`config.mk`:
```
export PLATFORM = sky130hd
export DESIGN_NAME = palette_lookup
export DESIGN_NICKNAME = d
export VERILOG_FILES = /design/src/rtl/palette_lookup.sv
export SDC_FILE = /design/constraint.sdc
export NUM_CORES = 1
export LEC_CHECK = 0
export ABC_CLOCK_PERIOD_IN_PS = 2700
export CAP_MARGIN = 20
export CORE_AREA = 2 2 84 86
export CTS_CLUSTER_DIAMETER = 30
export CTS_CLUSTER_SIZE = 20
export DETAILED_ROUTE_END_ITERATION = 6
export DIE_AREA = 0 0 86 88
export PLACE_DENSITY_LB_ADDON = 0.12
export SYNTH_ARGS = -nofsm -noshare
export SYNTH_HDL_FRONTEND = slang
export SYNTH_SLANG_ARGS = --single-unit
```
`constraint.sdc`:
```
create_clock -name clk -period 2.7 [get_ports clk]
set_input_delay 0.54 -clock clk [delete_from_list [all_inputs] [get_ports clk]]
set_output_delay 0.54 -clock clk [all_outputs]
set_load 0.02 [all_outputs]
```
`src/rtl/palette_lookup.sv`:
```
// Palette index stream to RGB888 pixel stream, two register stages.
// Looks up RGB565 through the palette read port and checks line framing.
module palette_lookup #(
  parameter int LINE_WIDTH     = 640,
  parameter bit TRANSPARENT_EN = 1'b1
) (
  input  logic        clk,
  input  logic        rst,
  input  logic        inValid,
  output logic        inReady,
  input  logic [9:0]  inIndex,
  input  logic        inSof,
  input  logic        inEol,
  output logic [9:0]  palAddr,
  input  logic [15:0] palData,
  output logic        outValid,
  input  logic        outReady,
  output logic [23:0] outRgb,
  output logic        outAlpha,
  output logic        outSof,
  output logic        outEol,
  input  logic        clrErr,
  output logic        lineErr
);

  localparam logic [11:0] LastPos = 12'(LINE_WIDTH - 1);

  logic        s0Valid;
  logic [9:0]  s0Index;
  logic        s0Sof;
  logic        s0Eol;
  logic        s0Alpha;

  logic        advance0;
  logic        advance1;
  logic        inXfer;
  logic        inAlpha;
  logic [23:0] rgbExp;

  logic [11:0] pixCnt;
  logic [11:0] pos;
  logic [11:0] pixCntNext;
  logic        posErr;

  always_comb begin
    advance1 = !outValid || outReady;
    advance0 = !s0Valid || advance1;
    inXfer   = inValid && advance0;
    inAlpha  = !(TRANSPARENT_EN && (inIndex == 10'd0));
  end

  assign inReady = advance0;
  assign palAddr = s0Index;

  // Bit replication keeps full-scale 565 values at full-scale 888.
  assign rgbExp = {
    palData[15:11], palData[15:13],
    palData[10:5],  palData[10:9],
    palData[4:0],   palData[4:2]
  };

  always_ff @(posedge clk or negedge rst) begin
    if (!rst) begin
      s0Valid <= 1'b0;
      s0Index <= '0;
      s0Sof   <= 1'b0;
      s0Eol   <= 1'b0;
      s0Alpha <= 1'b0;
    end else if (inXfer) begin
      s0Valid <= 1'b1;
      s0Index <= inIndex;
      s0Sof   <= inSof;
      s0Eol   <= inEol;
      s0Alpha <= inAlpha;
    end else if (advance0) begin
      s0Valid <= 1'b0;
    end
  end

  always_ff @(posedge clk or negedge rst) begin
    if (!rst) begin
      outValid <= 1'b0;
      outRgb   <= '0;
      outAlpha <= 1'b0;
      outSof   <= 1'b0;
      outEol   <= 1'b0;
    end else if (advance1) begin
      outValid <= s0Valid;
      outRgb   <= rgbExp;
      outAlpha <= s0Alpha;
      outSof   <= s0Valid && s0Sof;
      outEol   <= s0Valid && s0Eol;
    end
  end

  // Position of the pixel being accepted; sof forces it to 0.
  always_comb begin
    pos        = inSof ? 12'd0 : pixCnt;
    pixCntNext = inEol ? 12'd0 : pos + 12'd1;
    posErr     = inEol ? (pos != LastPos) : (pos == LastPos);
  end

  always_ff @(posedge clk or negedge rst) begin
    if (!rst) begin
      pixCnt <= '0;
    end else if (inXfer) begin
      pixCnt <= pixCntNext;
    end
  end

  always_ff @(posedge clk or negedge rst) begin
    if (!rst) begin
      lineErr <= 1'b0;
    end else if (inXfer && posErr) begin
      lineErr <= 1'b1;
    end else if (clrErr) begin
      lineErr <= 1'b0;
    end
  end

endmodule
```
==> results of run 1 <==
[stage by stage]
step	instance area, sq um	setup WS, ns	util	total power, mW
3_3_place_gp	2920	0.349	0.439	1.25
3_5_place_dp	2920	0.343	0.439	1.25
5_1_grt	3010	0.246	0.453	1.78
2_1_floorplan	2140	0.725	-	1.03
6_report	3010	0.330	0.453	1.68
4_1_cts	3010	0.330	0.453	1.72
[worst max-delay path by stage]
stage               cells past startpoint    endpoint
detailed placement                      7  pixCnt[10]
floorplan                               8  pixCnt[10]
global placement                        3     inReady
CTS                                     3     inReady
global route                            3     inReady
finish                                  3     inReady
[cell families after synthesis]
| logic type | share of synthesized area |
|---|---|
| adders and majority gates | 0.00586 |
| AOI/OAI and AO/OA | 0.0826 |
| xor gates and xnor gates | 0.00820 |
| DFF | 0.551 |
| buffers and inverters | 0.0633 |
| and+or+nand+nor | 0.147 |
| muxes | 0.142 |
[final cells by class]
| cell class | count | area (sq um) |
|---|---|---|
| clock buffer | 7 | 86.3 |
| clock inverter | 1 | 8.76 |
| fill | 618 | 3630 |
| inverter | 5 | 18.8 |
| multi-input combinational | 112 | 825 |
| sequential | 47 | 1180 |
| tap | 80 | 100 |
| timing repair buffer | 81 | 796 |
[routing by layer]
metal  vias up  wire length (um)  share of wire  track usage
met5         -                 0              0            0
met4         0                95          0.020       0.0548
met3         9               339          0.071       0.0330
met2        66              2200           0.46        0.212
met1       774              2170           0.45        0.187
li1        777                 -              -            -
[layout by cell type (no fill, tap or decap), types with 3 or more instances in the layout]
| cell | netlist | layout |
|---|---|---|
| a31oi_1 | 6 | 6 |
| and2_1 | 3 | 3 |
| buf_4 | 8 | 8 |
| clkbuf_8 | 0 | 6 |
| clkdlybuf4s50_1 | 0 | 71 |
| dfrtp_1 | 47 | 47 |
| inv_1 | 5 | 5 |
| mux2_2 | 26 | 26 |
| nand2_1 | 14 | 14 |
| nand2b_1 | 4 | 4 |
| nand3_1 | 8 | 8 |
| nand4_1 | 3 | 3 |
| nor2_1 | 5 | 5 |
| nor3_1 | 3 | 3 |
| nor4_1 | 4 | 4 |
| o21ai_0 | 8 | 8 |
| o22ai_1 | 3 | 3 |
| o31ai_1 | 4 | 4 |
[power breakdown]
group | switching (mW) | internal [mW] | leakage (nW) | total [mW]
Combinational | 0.198 | 0.229 | 0.635 | 0.428
Sequential | 0.0355 | 0.768 | 0.571 | 0.804
Clock | 0.239 | 0.210 | 0.0484 | 0.449
[Yosys cell counts, drive strengths merged]
cell,instances
and2b,2
a31oi,6
nand2b,5
a21o,2
and3,1
and4b,2
inv,5
clkbuf,2
dfrtp,47
o21ai,9
xor2,2
and2,3
or4,1
mux2,27
nand4,3
nand3b,2
nor3,3
a311o,1
ha,1
o311a,1
a211o,1
o31ai,4
buf,16
or2,1
nand2,14
nor4,4
o22ai,3
nor2,5
nand3,9
==> impl_metrics.prom, run 1 <==
# TYPE chip_impl_metric gauge
chip_impl_info{name="setup.worst_path.start",value="outReady"} 1
chip_impl_metric{name="max_stage_delay",unit="ns"} 0.64
chip_impl_metric{name="largest_register_ff_count",unit=""} 16
chip_impl_metric{name="power-per-cell-area",unit="nW/um^2"} 558
chip_impl_metric{name="hpwl",unit="um"} 3520
chip_impl_metric{name="totalNegativeSetupSlack",unit="ns"} 0
chip_impl_metric{name="hold_slack",unit="ns"} 0.217
chip_impl_metric{name="totalWireLength",unit="um"} 4810
chip_impl_metric{name="core-area",unit="sq um"} 6640
chip_impl_metric{name="initial_utilization",unit=""} 0.321
chip_impl_metric{name="buffers_on_ports",unit=""} 72
chip_impl_metric{name="drtAntennaViolNets",unit=""} 0
chip_impl_metric{name="static-leakage-power",unit="nW"} 1.25
chip_impl_metric{name="chipWidth",unit="um"} 86
chip_impl_info{name="critPathLaunchType",value="input pin"} 1
chip_impl_info{name="yosys-top-cells-area",value="dfrtp_1 (55%), mux2_2 (14%), buf_4 (2.8%)"} 1
chip_impl_info{name="root_buffer",value="clkbuf_8"} 1
chip_impl_info{name="crit-reg2reg-launch",value="pixCnt[1]"} 1
chip_impl_metric{name="rows",unit=""} 30
chip_impl_metric{name="chipHeight",unit="um"} 88
chip_impl_info{name="r2r_end",value="pixCnt[10]"} 1
chip_impl_metric{name="timing.reg2reg.setup_slack",unit="ns"} 0.99
chip_impl_info{name="timing.critical_path.max_delay_family",value="buffers and inverters"} 1
chip_impl_metric{name="avgSynthCellArea",unit="sq um"} 11.7
chip_impl_metric{name="critPathBufInv",unit=""} 2
chip_impl_metric{name="syn_inst",unit=""} 182
chip_impl_info{name="setup_repair_after_global_routing_missed_its_margin",value="no"} 1
chip_impl_metric{name="worstMarginPinSlew",unit="ns"} 0.546
chip_impl_metric{name="global_router_s_overall_resource_usage",unit=""} 0.138
chip_impl_metric{name="synthDominantCellAreaShare",unit=""} 0.551
chip_impl_metric{name="wl_per_instance",unit="um"} 14.4
chip_impl_metric{name="hold_violations",unit=""} 0
chip_impl_metric{name="postCtsResizedCells",unit=""} 0
chip_impl_metric{name="place_congestion",unit=""} 0.823
chip_impl_metric{name="top_level_ports",unit=""} 73
chip_impl_info{name="min-delay-path-class",value="input pin to async pin"} 1
chip_impl_metric{name="htree_levels",unit=""} 2
chip_impl_metric{name="routed_via_density",unit=""} 4.88
chip_impl_metric{name="clock_sink_count",unit=""} 47
chip_impl_metric{name="register_bit_total_from_synthesis",unit=""} 47
chip_impl_info{name="max_flop_register",value="outRgb"} 1
chip_impl_metric{name="final_max_slew_viol_count",unit=""} 0
chip_impl_metric{name="yosysSeqAreaShare",unit=""} 0.551
chip_impl_metric{name="clockBufferDepth",unit=""} 2
chip_impl_metric{name="drive_above_1_share",unit=""} 0.198
chip_impl_metric{name="numPlacedInstances",unit=""} 325
chip_impl_metric{name="post_synthesis_cell_type_count",unit=""} 36
chip_impl_metric{name="drc_errors",unit=""} 0
chip_impl_info{name="crit_path_end_kind",value="primary output"} 1
chip_impl_metric{name="cts_hold_repair_buffers",unit=""} 0
chip_impl_metric{name="worstPathArrival",unit="ns"} 1.83
chip_impl_metric{name="initial_antenna_violation_count",unit=""} 0
chip_impl_metric{name="worst-path-max-fanout",unit=""} 2
chip_impl_metric{name="num-nets-final",unit=""} 286
chip_impl_metric{name="layout-area-overhead-vs-synth",unit="%"} 40.9
chip_impl_info{name="timing.critical_path.cells",value="clkdlybuf4s50_1, nand3b_1, clkdlybuf4s50_1"} 1
chip_impl_info{name="worstSetupPathType",value="input pin to primary output"} 1
chip_impl_metric{name="cts.clk_slew.worst_paths",unit="ns"} 0.08
chip_impl_metric{name="cts_buffers",unit=""} 5
chip_impl_metric{name="achievable-frequency",unit="MHz"} 422
chip_impl_metric{name="fin_cells",unit=""} 333
chip_impl_metric{name="detail_route.iter0.violations",unit=""} 46
chip_impl_metric{name="vdd_drop_max",unit="uV"} 206
chip_impl_metric{name="worst_skew_pair.late_latency",unit="ns"} 0.30
chip_impl_metric{name="drt_first_pass_iters",unit=""} 4
chip_impl_metric{name="dieArea",unit="sq um"} 7570
chip_impl_metric{name="wire_length_of_the_first_global_routing_pass",unit="um"} 8180
chip_impl_metric{name="layout_worst_path_cycle_share",unit=""} 0.878
chip_impl_metric{name="post_synth_instance_area",unit="sq um"} 2140
chip_impl_info{name="outcome",value="completed"} 1
chip_impl_metric{name="headroom_to_the_max_slew_limit",unit=""} 0.636
chip_impl_metric{name="global_route.overflow_total",unit=""} 0
chip_impl_metric{name="setup_viol",unit=""} 0
chip_impl_metric{name="first_global_vias",unit=""} 1642
chip_impl_metric{name="worst_r2r_path_depth",unit=""} 6
chip_impl_metric{name="post-route-min-period",unit="ns"} 2.37
chip_impl_metric{name="synthesis.nets",unit=""} 216
chip_impl_metric{name="grt_start_max_net_pins",unit=""} 26
chip_impl_info{name="critical_path.most_common_cell",value="clkdlybuf4s50_1"} 1
chip_impl_metric{name="yosysWarningCount",unit=""} 0
chip_impl_info{name="yosysTopAreaCell",value="dfrtp_1"} 1
chip_impl_metric{name="cp.required",unit="ns"} 2.16
chip_impl_info{name="critical_path.slowest_cell",value="clkdlybuf4s50_1"} 1
chip_impl_metric{name="skew",unit="ns"} 0.00474
chip_impl_metric{name="post_cts.repair.setup_buffers",unit=""} 0
chip_impl_metric{name="max_capacitance_violation_count",unit=""} 0
chip_impl_metric{name="vias",unit=""} 1626
chip_impl_metric{name="antenna_cells_inserted",unit=""} 0
chip_impl_info{name="tritoncts",value="built"} 1
Note: power is estimated with default switching activity, not from simulation.
==> run 2: changes to the inputs <==
Settings changed: HOLD_SLACK_MARGIN from default to 0.08.
==> results of run 2 <==
Final layout, timing and power as in run 1 (identical DEF).
==> run 3: changes to the inputs <==
--- a/config.mk
+++ b/config.mk
@@ -7,3 +7,2 @@
 export LEC_CHECK = 0
-export ABC_CLOCK_PERIOD_IN_PS = 2700
 export CAP_MARGIN = 20
==> constraint.sdc (replaced) <==
create_clock -name clk -period 2.7 [get_ports clk]
set_input_delay 0.675 -clock clk [delete_from_list [all_inputs] [get_ports clk]]
set_output_delay 0.675 -clock clk [all_outputs]
set_load 0.02 [all_outputs]
==> run 3 against run 2 <==
Against the previous run:
- critical path depth did not move
- sequential cell count did not move
- final cell count rose by 0.30%
- wire length fell by 1.1%
- worst setup slack got worse by 0.25 ns
- clock skew rose by 0.0037 ns
- via count rose by 0.18%
- utilization rose by 0.15 points
- clock power rose by 11%
- critical path type unchanged
- largest power group unchanged
==> impl_metrics.prom, run 3 (same netlist as run 1, synthesis figures left out) <==
# TYPE chip_impl_metric gauge
chip_impl_metric{name="hold_violations",unit=""} 0
chip_impl_info{name="outcome",value="completed"} 1
chip_impl_info{name="critical_path.slowest_cell",value="clkdlybuf4s50_1"} 1
chip_impl_metric{name="initial_utilization",unit=""} 0.321
chip_impl_metric{name="hpwl",unit="um"} 3520
chip_impl_info{name="timing.critical_path.max_delay_family",value="buffers and inverters"} 1
chip_impl_metric{name="vias",unit=""} 1629
chip_impl_metric{name="post-route-min-period",unit="ns"} 2.62
chip_impl_metric{name="hold_slack",unit="ns"} 0.457
chip_impl_metric{name="max_capacitance_violation_count",unit=""} 0
chip_impl_metric{name="post_cts.repair.setup_buffers",unit=""} 0
chip_impl_metric{name="clock_sink_count",unit=""} 47
chip_impl_info{name="crit_path_end_kind",value="primary output"} 1
chip_impl_info{name="root_buffer",value="clkbuf_8"} 1
chip_impl_metric{name="num-nets-final",unit=""} 288
chip_impl_info{name="layout.cells.most_common",value="clkdlybuf4s50_1"} 1
chip_impl_metric{name="global_route.overflow_total",unit=""} 0
chip_impl_metric{name="skew",unit="ns"} 0.00841
chip_impl_metric{name="worst_skew_pair.late_latency",unit="ns"} 0.30
chip_impl_info{name="worstSetupPathType",value="input pin to primary output"} 1
chip_impl_metric{name="dpl-instance-area",unit="sq um"} 2920
chip_impl_metric{name="totalNegativeSetupSlack",unit="ns"} 0
chip_impl_metric{name="cts_buffers",unit=""} 5
chip_impl_metric{name="top_level_ports",unit=""} 73
chip_impl_metric{name="first_global_vias",unit=""} 1579
chip_impl_metric{name="total_power",unit="mW"} 1.73
chip_impl_metric{name="max_stage_delay",unit="ns"} 0.63
chip_impl_metric{name="antenna_cells_inserted",unit=""} 0
chip_impl_metric{name="achievable-frequency",unit="MHz"} 381
chip_impl_info{name="setup_repair_after_global_routing_missed_its_margin",value="no"} 1
chip_impl_info{name="max_flop_register",value="outRgb"} 1
chip_impl_metric{name="cp.required",unit="ns"} 2.03
chip_impl_metric{name="drtAntennaViolNets",unit=""} 0
chip_impl_metric{name="critPathBufInv",unit=""} 2
chip_impl_metric{name="final_max_slew_viol_count",unit=""} 0
chip_impl_metric{name="largest_register_ff_count",unit=""} 16
chip_impl_metric{name="global_router_s_overall_resource_usage",unit=""} 0.132
chip_impl_metric{name="core-area",unit="sq um"} 6640
chip_impl_metric{name="worstPathArrival",unit="ns"} 1.95
chip_impl_metric{name="headroom_to_the_max_slew_limit",unit=""} 0.603
chip_impl_info{name="timing.critical_path.cells",value="clkdlybuf4s50_1, nand3b_1, clkdlybuf4s50_1"} 1
chip_impl_info{name="tritoncts",value="built"} 1
chip_impl_metric{name="chipHeight",unit="um"} 88
chip_impl_metric{name="rows",unit=""} 30
chip_impl_metric{name="drive_above_1_share",unit=""} 0.201
chip_impl_metric{name="chipWidth",unit="um"} 86
chip_impl_metric{name="vdd_drop_max",unit="uV"} 202
chip_impl_metric{name="postCtsResizedCells",unit=""} 0
chip_impl_info{name="most-common-layout-cells",value="clkdlybuf4s50_1 (71), dfrtp_1 (47), mux2_2 (26)"} 1
chip_impl_metric{name="buffers_on_ports",unit=""} 72
chip_impl_metric{name="detail_route.iter0.violations",unit=""} 70
chip_impl_metric{name="drt_first_pass_iters",unit=""} 4
chip_impl_metric{name="static-leakage-power",unit="nW"} 1.26
chip_impl_metric{name="initial_antenna_violation_count",unit=""} 0
chip_impl_metric{name="dieArea",unit="sq um"} 7570
chip_impl_metric{name="final_design_area_no_fill",unit="sq um"} 3020
chip_impl_metric{name="grt_start_max_net_pins",unit=""} 48
chip_impl_metric{name="layout_worst_path_cycle_share",unit=""} 0.971
chip_impl_metric{name="cts_hold_repair_buffers",unit=""} 0
chip_impl_info{name="critical_path.most_common_cell",value="clkdlybuf4s50_1"} 1
chip_impl_metric{name="routed_via_density",unit=""} 4.88
chip_impl_metric{name="worst-path-max-fanout",unit=""} 2
chip_impl_metric{name="clockBufferDepth",unit=""} 2
chip_impl_info{name="min-delay-path-class",value="input pin to async pin"} 1
chip_impl_info{name="critPathLaunchType",value="input pin"} 1
chip_impl_metric{name="place_congestion",unit=""} 0.802
chip_impl_metric{name="wire_length_of_the_first_global_routing_pass",unit="um"} 7810
chip_impl_metric{name="power-per-cell-area",unit="nW/um^2"} 573
chip_impl_metric{name="totalWireLength",unit="um"} 4750
chip_impl_metric{name="layout-area-overhead-vs-synth",unit="%"} 41.4
chip_impl_metric{name="wl_per_instance",unit="um"} 14.2
chip_impl_metric{name="setup_viol",unit=""} 0
chip_impl_metric{name="worstMarginPinSlew",unit="ns"} 0.596
chip_impl_metric{name="drc_errors",unit=""} 0
chip_impl_metric{name="htree_levels",unit=""} 2
chip_impl_metric{name="cts.clk_slew.worst_paths",unit="ns"} 0.08
[run 3: metrics by stage]
stage	setup slack [ns]	cells	util
after floorplan	0.590	182	-
after global placement	0.0793	327	0.439
after detailed placement	0.0936	327	0.439
after CTS	0.0776	334	0.455
after global routing	0.0415	334	0.455
final	0.0779	334	0.455
[run 3: path summary, 6_finish.rpt]
| path | start | endpoint | slack [ns] | depth (start not counted) |
|---|---|---|---|---|
| worst max-delay path | outReady | inReady | 0.08 | 3 |
| worst min-delay path | rst | outRgb[20] | 0.46 | 2 |
| worst max register to register | pixCnt[0] | pixCnt[10] | 0.98 | 6 |
| worst min register to register | palAddr[8] | palAddr[8] | 0.48 | 2 |
| max in group asynchronous | rst | palAddr[8] | 1.83 | 2 |
| min in group clk | palAddr[8] | palAddr[8] | 0.48 | 2 |
[run 3: final cells by class]
| type | count | area [sq um] |
|---|---|---|
| tap | 80 | 100 |
| clock buffer | 6 | 72.6 |
| clock inverter | 1 | 30.0 |
| fill | 620 | 3620 |
| inverter | 5 | 18.8 |
| multi-input combinational | 112 | 825 |
| timing repair buffer | 83 | 798 |
| sequential | 47 | 1180 |
[run 3: report_power, final]
| group | switching [mW] | total (mW) | internal (mW) |
|---|---|---|---|
| Sequential | 0.0356 | 0.804 | 0.768 |
| Combinational | 0.198 | 0.428 | 0.230 |
| Clock | 0.227 | 0.498 | 0.272 |
[run 3: worst reg2reg max path: stages, from the launching register on]
cell     delay [ns]
dfrtp_1        0.40
and2b_2        0.21
ha_1           0.22
and4b_1        0.27
nand4_1        0.12
mux2_1         0.32
o21ai_1        0.11
[run 3: per-layer routing]
| layer | part of all wire | vias up | global-route usage |
|---|---|---|---|
| li1 | - | 788 | - |
| met1 | 0.46 | 767 | 0.184 |
| met2 | 0.44 | 64 | 0.199 |
| met3 | 0.077 | 10 | 0.0368 |
| met4 | 0.017 | 0 | 0.0433 |
| met5 | 0 | - | 0 |
